--- config.mk ---
export PLATFORM = sky130hd
export DESIGN_NAME = riscv_mem_arbiter_flat
export DESIGN_NICKNAME = d
export VERILOG_FILES = /design/src/rtl/riscv_pkg.sv /design/src/rtl/riscv_mem_arbiter_if.sv /design/src/rtl/riscv_bus_watchdog.sv /design/src/rtl/riscv_mem_arbiter.sv /design/src/flat_wrapper.sv
export SDC_FILE = /design/constraint.sdc
export NUM_CORES = 1
export LEC_CHECK = 0
export ABC_AREA = 1
export BUFFER_PORTS_ARGS = -buffer_cell sky130_fd_sc_hd__buf_2
export CAP_MARGIN = 15
export CELL_PAD_IN_SITES_DETAIL_PLACEMENT = 1
export CELL_PAD_IN_SITES_GLOBAL_PLACEMENT = 1
export CORE_ASPECT_RATIO = 1.4
export CORE_MARGIN = 4
export CORE_UTILIZATION = 39
export CTS_CLUSTER_DIAMETER = 30
export CTS_CLUSTER_SIZE = 12
export DETAILED_ROUTE_END_ITERATION = 7
export PLACE_DENSITY = 0.9
export SLEW_MARGIN = 25
export SYNTH_ARGS = -nofsm -noshare
export SYNTH_HDL_FRONTEND = slang
export SYNTH_SLANG_ARGS = --single-unit
--- constraint.sdc ---
create_clock -name I_clk -period 3 [get_ports I_clk]
set_input_delay 0.3 -clock I_clk [delete_from_list [all_inputs] [get_ports I_clk]]
set_output_delay 0.3 -clock I_clk [all_outputs]
set_load 0.02 [all_outputs]
--- src/rtl/riscv_pkg.sv ---
// Shared encodings and constants for the riscv core and its memory arbiter.
package riscv_pkg;

    typedef enum logic [1:0] {
        ST_IDLE  = 2'd0,
        ST_DATA  = 2'd1,
        ST_FETCH = 2'd2
    } arb_state_e;

    localparam logic [31:0] NOP_INSTR = 32'h0000_0013;
    localparam logic [6:0]  OP_LOAD   = 7'b0000011;
    localparam logic [6:0]  OP_STORE  = 7'b0100011;

    function automatic logic [31:0] word_align(input logic [31:0] a);
        return {a[31:2], 2'b00};
    endfunction

endpackage

--- src/rtl/riscv_mem_arbiter_if.sv ---
// Single-port memory bus between the arbiter (master) and the memory/bus fabric (slave).
interface riscv_mem_arbiter_if;

    logic        req;
    logic [31:0] addr;
    logic [31:0] wdata;
    logic [3:0]  wmask;
    logic        we;
    logic        ack;
    logic [31:0] rdata;

    modport master (output req, addr, wdata, wmask, we, input ack, rdata);
    modport slave  (input req, addr, wdata, wmask, we, output ack, rdata);

endinterface

--- src/rtl/riscv_bus_watchdog.sv ---
// Cycle counter bounding how long a bus request may wait for its acknowledge.
module riscv_bus_watchdog #(
    parameter int unsigned TIMEOUT = 255
) (
    input  logic I_clk,
    input  logic I_rst,
    input  logic clear,
    input  logic run,
    output logic timeout
);

    logic [7:0] cnt;

    always_ff @(posedge I_clk) begin
        if (I_rst || clear) begin
            cnt <= '0;
        end else if (run) begin
            cnt <= cnt + 8'd1;
        end
    end

    assign timeout = (cnt == 8'(TIMEOUT));

endmodule

--- src/rtl/riscv_mem_arbiter.sv ---
// Shares one single-port memory bus between instruction fetch and data access,
// data first with a bounded run, and stalls the core until its accesses complete.
module riscv_mem_arbiter
    import riscv_pkg::*;
#(
    parameter int unsigned MAX_DATA_RUN = 4,
    parameter int unsigned TIMEOUT      = 255
) (
    input  logic                       I_clk,
    input  logic                       I_rst,
    input  logic [31:0]                I_imem_addr,
    output logic [31:0]                O_imem_data,
    input  logic [31:0]                I_dmem_addr,
    input  logic [31:0]                I_dmem_wdata,
    input  logic [3:0]                 I_dmem_wmask,
    input  logic                       I_dmem_rd,
    input  logic                       I_dmem_we,
    output logic [31:0]                O_dmem_rdata,
    output logic                       O_stall,
    riscv_mem_arbiter_if.master        mem,
    output logic                       O_bus_err
);

    localparam int RUN_W = $clog2(MAX_DATA_RUN + 1);

    function automatic logic [RUN_W-1:0] sat_inc(input logic [RUN_W-1:0] v);
        return (v == RUN_W'(MAX_DATA_RUN)) ? v : v + RUN_W'(1);
    endfunction

    arb_state_e        state, state_nxt;
    logic              fetch_valid;
    logic [31:0]       fetch_addr_q;
    logic [31:0]       fetch_addr_lat;
    logic              data_done;
    logic [RUN_W-1:0]  data_run;
    logic              fetch_pend, data_pend, run_full;
    logic              take_data, take_fetch;
    logic              timeout, done;

    assign fetch_pend = !fetch_valid || (I_imem_addr != fetch_addr_q);
    assign data_pend  = (I_dmem_rd || I_dmem_we) && !data_done;
    assign run_full   = (data_run == RUN_W'(MAX_DATA_RUN));
    assign O_stall    = !I_rst && (fetch_pend || data_pend || (state != ST_IDLE));
    assign mem.req    = (state != ST_IDLE);
    assign done       = mem.req && (mem.ack || timeout);

    riscv_bus_watchdog #(.TIMEOUT(TIMEOUT)) u_wdog (
        .I_clk   (I_clk),
        .I_rst   (I_rst),
        .clear   (state == ST_IDLE),
        .run     (mem.req && !mem.ack),
        .timeout (timeout)
    );

    always_ff @(posedge I_clk) begin
        if (I_rst) begin
            state <= ST_IDLE;
        end else begin
            state <= state_nxt;
        end
    end

    // A fetch that has waited behind a full data run goes first; otherwise data wins.
    always_comb begin
        state_nxt  = state;
        take_data  = 1'b0;
        take_fetch = 1'b0;
        case (state)
            ST_IDLE: begin
                if (data_pend && !(fetch_pend && run_full)) begin
                    state_nxt = ST_DATA;
                    take_data = 1'b1;
                end else if (fetch_pend) begin
                    state_nxt  = ST_FETCH;
                    take_fetch = 1'b1;
                end
            end
            ST_DATA, ST_FETCH: begin
                if (done) state_nxt = ST_IDLE;
            end
            default: state_nxt = ST_IDLE;
        endcase
    end

    // Bus fields are captured once on grant and held until the transaction ends.
    always_ff @(posedge I_clk) begin
        if (I_rst) begin
            mem.addr       <= '0;
            mem.wdata      <= '0;
            mem.wmask      <= '0;
            mem.we         <= 1'b0;
            fetch_addr_lat <= '0;
        end else if (take_data) begin
            mem.addr  <= word_align(I_dmem_addr);
            mem.wdata <= I_dmem_we ? I_dmem_wdata : 32'h0;
            mem.wmask <= I_dmem_we ? I_dmem_wmask : 4'b0000;
            mem.we    <= I_dmem_we;
        end else if (take_fetch) begin
            mem.addr       <= word_align(I_imem_addr);
            mem.wdata      <= '0;
            mem.wmask      <= '0;
            mem.we         <= 1'b0;
            fetch_addr_lat <= I_imem_addr;
        end
    end

    always_ff @(posedge I_clk) begin
        if (I_rst) begin
            fetch_valid  <= 1'b0;
            fetch_addr_q <= '0;
            O_imem_data  <= '0;
            O_dmem_rdata <= '0;
            data_done    <= 1'b0;
            data_run     <= '0;
            O_bus_err    <= 1'b0;
        end else begin
            O_bus_err <= done && timeout && !mem.ack;
            // The core advances on a stall-free cycle; its next memory op is a new one.
            if (!O_stall) data_done <= 1'b0;
            if (done && (state == ST_DATA)) begin
                if (!mem.we) O_dmem_rdata <= mem.ack ? mem.rdata : 32'h0;
                data_done <= 1'b1;
                data_run  <= sat_inc(data_run);
            end
            if (done && (state == ST_FETCH)) begin
                O_imem_data  <= mem.ack ? mem.rdata : NOP_INSTR;
                fetch_addr_q <= fetch_addr_lat;
                fetch_valid  <= 1'b1;
                data_run     <= '0;
            end
        end
    end

endmodule
--- src/flat_wrapper.sv ---
// flat-port wrapper written by rule: the top's interface ports become plain ports
module riscv_mem_arbiter_flat import riscv_pkg::*;
#(
    parameter int unsigned MAX_DATA_RUN = 4,
    parameter int unsigned TIMEOUT      = 255
)
  (I_clk, I_rst, I_imem_addr, O_imem_data, I_dmem_addr, I_dmem_wdata, I_dmem_wmask, I_dmem_rd, I_dmem_we, O_dmem_rdata, O_stall, O_bus_err, mem_req, mem_addr, mem_wdata, mem_wmask, mem_we, mem_ack, mem_rdata);
  riscv_mem_arbiter_if mem_i ();
  input  logic I_clk;
  input  logic I_rst;
  input  logic [31:0] I_imem_addr;
  output logic [31:0] O_imem_data;
  input  logic [31:0] I_dmem_addr;
  input  logic [31:0] I_dmem_wdata;
  input  logic [3:0] I_dmem_wmask;
  input  logic I_dmem_rd;
  input  logic I_dmem_we;
  output logic [31:0] O_dmem_rdata;
  output logic O_stall;
  output logic O_bus_err;
  output wire logic [$bits(mem_i.req)-1:0] mem_req;
  output wire logic [$bits(mem_i.addr)-1:0] mem_addr;
  output wire logic [$bits(mem_i.wdata)-1:0] mem_wdata;
  output wire logic [$bits(mem_i.wmask)-1:0] mem_wmask;
  output wire logic [$bits(mem_i.we)-1:0] mem_we;
  input wire logic [$bits(mem_i.ack)-1:0] mem_ack;
  input wire logic [$bits(mem_i.rdata)-1:0] mem_rdata;
  assign mem_req = mem_i.req;
  assign mem_addr = mem_i.addr;
  assign mem_wdata = mem_i.wdata;
  assign mem_wmask = mem_i.wmask;
  assign mem_we = mem_i.we;
  assign mem_i.ack = mem_ack;
  assign mem_i.rdata = mem_rdata;
  riscv_mem_arbiter #(.MAX_DATA_RUN(MAX_DATA_RUN), .TIMEOUT(TIMEOUT)) u_core (.I_clk(I_clk), .I_rst(I_rst), .I_imem_addr(I_imem_addr), .O_imem_data(O_imem_data), .I_dmem_addr(I_dmem_addr), .I_dmem_wdata(I_dmem_wdata), .I_dmem_wmask(I_dmem_wmask), .I_dmem_rd(I_dmem_rd), .I_dmem_we(I_dmem_we), .O_dmem_rdata(O_dmem_rdata), .O_stall(O_stall), .mem(mem_i), .O_bus_err(O_bus_err));
endmodule
==> impl_results.md <==
* Final Setup Violations at 0
* RePlAce Congestion at 0.807
* Reg2Reg Setup Slack at 0.40 ns
* Post-CTS sizing at 0
* Cell repeated most along the worst path: nand2_1
* Residual DRC at 0
* Clock tree sinks at 211
* Met2 Use GR at 0.460
* Most used DFF post-synth: dfxtp_1
* Setup WS pre-CTS at 0.463 ns
* R2r endpoint: u_core.fetch_addr_lat[1]$_SDFFE_PP0P_
* Top Usage Layer GRT: met2
* Routing usage on met1 at 0.253
* LEAKAGE at 6.23 nW
* Final period utilization at 0.901
* CP max stage delay at 0.36 ns
* Status: completed
* H-tree Lvls at 2
* # IOs at 273
* Worst-path fanout max at 7
* Num CTS Buffers at 42
* Std cell rows at 66
* Synth cell types at 26
* Pwr Total at 10.9 mW
* Die area at 26300 sq um
* Final Hold Vio Count at 0
* Core area at 23300 sq um
* CTS Buffer Depth at 3
* Worst reg2reg path startpoint: u_core.fetch_addr_q[25]$_SDFFE_PP0P_
* CP required at 2.70 ns
* Clock Latency Late Sink at 0.52 ns
* Number of max-cap violations at 0
* Post-route minimum period at 2.70 ns
* DRT Pass-1 Iters at 4
* Cell count of the worst reg-to-reg path at 16
* HP Start: mem_rdata[30]
* Die width at 138 um
* Final net count at 1725
* Die H at 190 um
* Via/cell ratio at 5.11
* Slew Viols, Final at 0
* Setup crit start kind: register
* Met3 Use GR at 0.0524
* Initial antenna violation count at 3
* Total global-route track usage at 0.242
* Final WL at 33.2 mm
* Worst-Margin Slew at 0.881 ns
* CP endpoint kind: primary output
* Cell Pwr Density at 885 nW/um^2
* Seq/Total Area, Yosys at 0.456
* Critical path startpoint: u_core.fetch_addr_q[25]$_SDFFE_PP0P_
* TritonCTS clock tree: done
* Congestion Overflow GR at 0
* First-pass GRT wire length at 52.7 mm
* Avg WL per Cell at 17.3 um
* RSZ-0062 raised after global routing: false
* Post-DRT Antenna Nets at 0
* DR vias at 9823
* Setup Buffers After CTS at 0
* Initial DRC Count at 441
* Max-slew headroom at the worst pin at 0.413
* Worst path cell trace: inv_1 -> nand2_1 -> nand2_1 -> inv_1 -> nand2_1 -> nor2_1 -> nand2_1 -> nor2_1 -> nand3_2 -> nor2_1 -> nand2_1 -> nand2_1 -> inv_1 -> buf_2
* Hold Path Class: primary input to register
* CTS Hold Bufs at 0
* Critical path class: register to primary output
* Area taken by flip-flops and latches at 4220 sq um
* Max Fclk at 370 MHz
* Root Driver: clkbuf_16
* Core Util, Final at 0.528
* Mapped Cells at 1338
* Final worst slack at 0.298 ns
* Yosys reg bits at 211
* Starting Density at 0.398
* PortBufs at 268
* Total negative setup slack at 0 ns
* Number of synthesized flops with an enable pin at 0
* Worst hold path depth at 3
* Crit path DAT at 2.40 ns
* Area of the mapped netlist at 9270 sq um
* WHS Endpoint: u_core.O_imem_data[30]$_SDFFE_PP0P_
* Area occupied by multi-input gates at 3930 sq um
* CP max stage cell: dfxtp_1
* Share of layout cells above drive strength 1 at 0.235
* Number of synthesis warnings at 0
* Fillcell total at 3009
* DP Wirelength at 21.6 mm
* Ys async rst share at 0
* Avg Inst Size Synth at 6.93 sq um
* Largest net degree at the start of global routing at 78
* Clock skew at 0.0271 ns
* Layout overhead on the synthesized area at 32.7%
* Peak supply drop at 0.000464 V
* Clock transition at the registers of the reported paths at 0.05 ns
* Vias in the first global route at 10500
## cells by family after synthesis
| kind of cell | Yosys count | synth area share |
|---|---|---|
| adder cells (fa/ha/maj) | 6 | 0.00810 |
| flip-flops | 211 | 0.456 |
| AO/OA/AOI/OAI | 262 | 0.154 |
| buffers and inverters | 292 | 0.123 |
| XOR/XNOR | 10 | 0.00945 |
| other | 1 | 0.000405 |
| AND/OR/NAND/NOR | 556 | 0.248 |
## where the power goes
group / internal [mW] / switching, mW
registers: 3.25 / 0.218
clock network: 3.19 / 1.55
logic: 0.817 / 1.85
## Yosys cell counts (4+ instances only)
library cell,number,area (sq um)
nand3_1,42,210
a21oi_1,154,771
dfxtp_1,211,4220
buf_2,14,70.1
inv_1,189,709
o21ai_0,74,370
nand4_1,59,369
xnor2_1,6,52.6
o2111ai_1,30,263
nand2_1,318,1190
buf_4,4,30.0
nor2_1,132,495
ha_1,6,75.1
buf_1,4,15.0
inv_2,8,30.0
xor2_1,4,35.0
clkbuf_1,69,259
## metal layers
| metal | share of wire | routed length [um] | vias to the layer above |
|---|---|---|---|
| li1 | - | - | 4768 |
| met3 | 0.053 | 1760 | 95 |
| met1 | 0.37 | 12200 | 4683 |
| met4 | 0.044 | 1460 | 2 |
| met5 | 0.00039 | 13 | - |
| met2 | 0.54 | 17800 | 275 |
## placed cells by master, fill, tap and decap left out, drive strengths merged
cell type / count
nand2: 320
buf: 292
dfxtp: 211
inv: 200
a21oi: 154
nor2: 132
o21ai: 76
nand4: 59
clkbuf: 51
nand3: 43
o2111ai: 30
clkinv: 12
xnor2: 6
clkinvlp: 6
bufinv: 6
ha: 6
xor2: 4
diode: 3
nor3: 2
conb: 2
o21bai: 1
a31oi: 1
## through the flow
| step | area, sq um | hold slack, ns | instances |
|---|---|---|---|
| after floorplan | 9270 | 0.418 | 1339 |
| after global placement | 10900 | 0.425 | 1844 |
| after detailed placement | 10900 | 0.440 | 1844 |
| after CTS | 12300 | 0.0431 | 1920 |
| after global routing | 12300 | 0.0614 | 1922 |
| final | 12300 | 0.0583 | 1923 |
## registers in the layout, indices dropped and copies added (netlist names)
register / flops
u_core.O_dmem_rdata: 32
u_core.O_imem_data: 32
u_core.fetch_addr_lat: 32
u_core.fetch_addr_q: 32
u_core.mem.wdata: 32
u_core.mem.addr: 30
u_core.u_wdog.cnt: 8
u_core.mem.wmask: 4
u_core.data_run: 3
u_core.state: 2
u_core.O_bus_err: 1
u_core.data_done: 1
u_core.fetch_valid: 1
u_core.mem.we: 1
## worst max path at each step
stage | to | cells after the start
after floorplan | u_core.O_dmem_rdata[24]$_SDFFE_PP0P_ | 12
after global placement | u_core.fetch_addr_lat[1]$_SDFFE_PP0P_ | 16
after detailed placement | u_core.fetch_addr_lat[1]$_SDFFE_PP0P_ | 16
after CTS | O_stall | 14
after global routing | O_stall | 14
final | O_stall | 14
## cell type report
type | count | area share
diodes | 3 | 0.000611
multi-input cells | 836 | 0.319
clock inverters | 25 | 0.0251
well taps | 306 | 0.0311
clock buffers | 51 | 0.0916
inverters | 199 | 0.0609
repair buffers | 292 | 0.128
flip-flops and latches | 211 | 0.344
## critical path: cells and delay by family, from the launching register on
family,cells,cell delay [ns]
buffers and inverters,4,0.36
flip-flops,1,0.36
AND/OR/NAND/NOR,10,1.16
No activity file was read; power rests on OpenSTA's default activity.
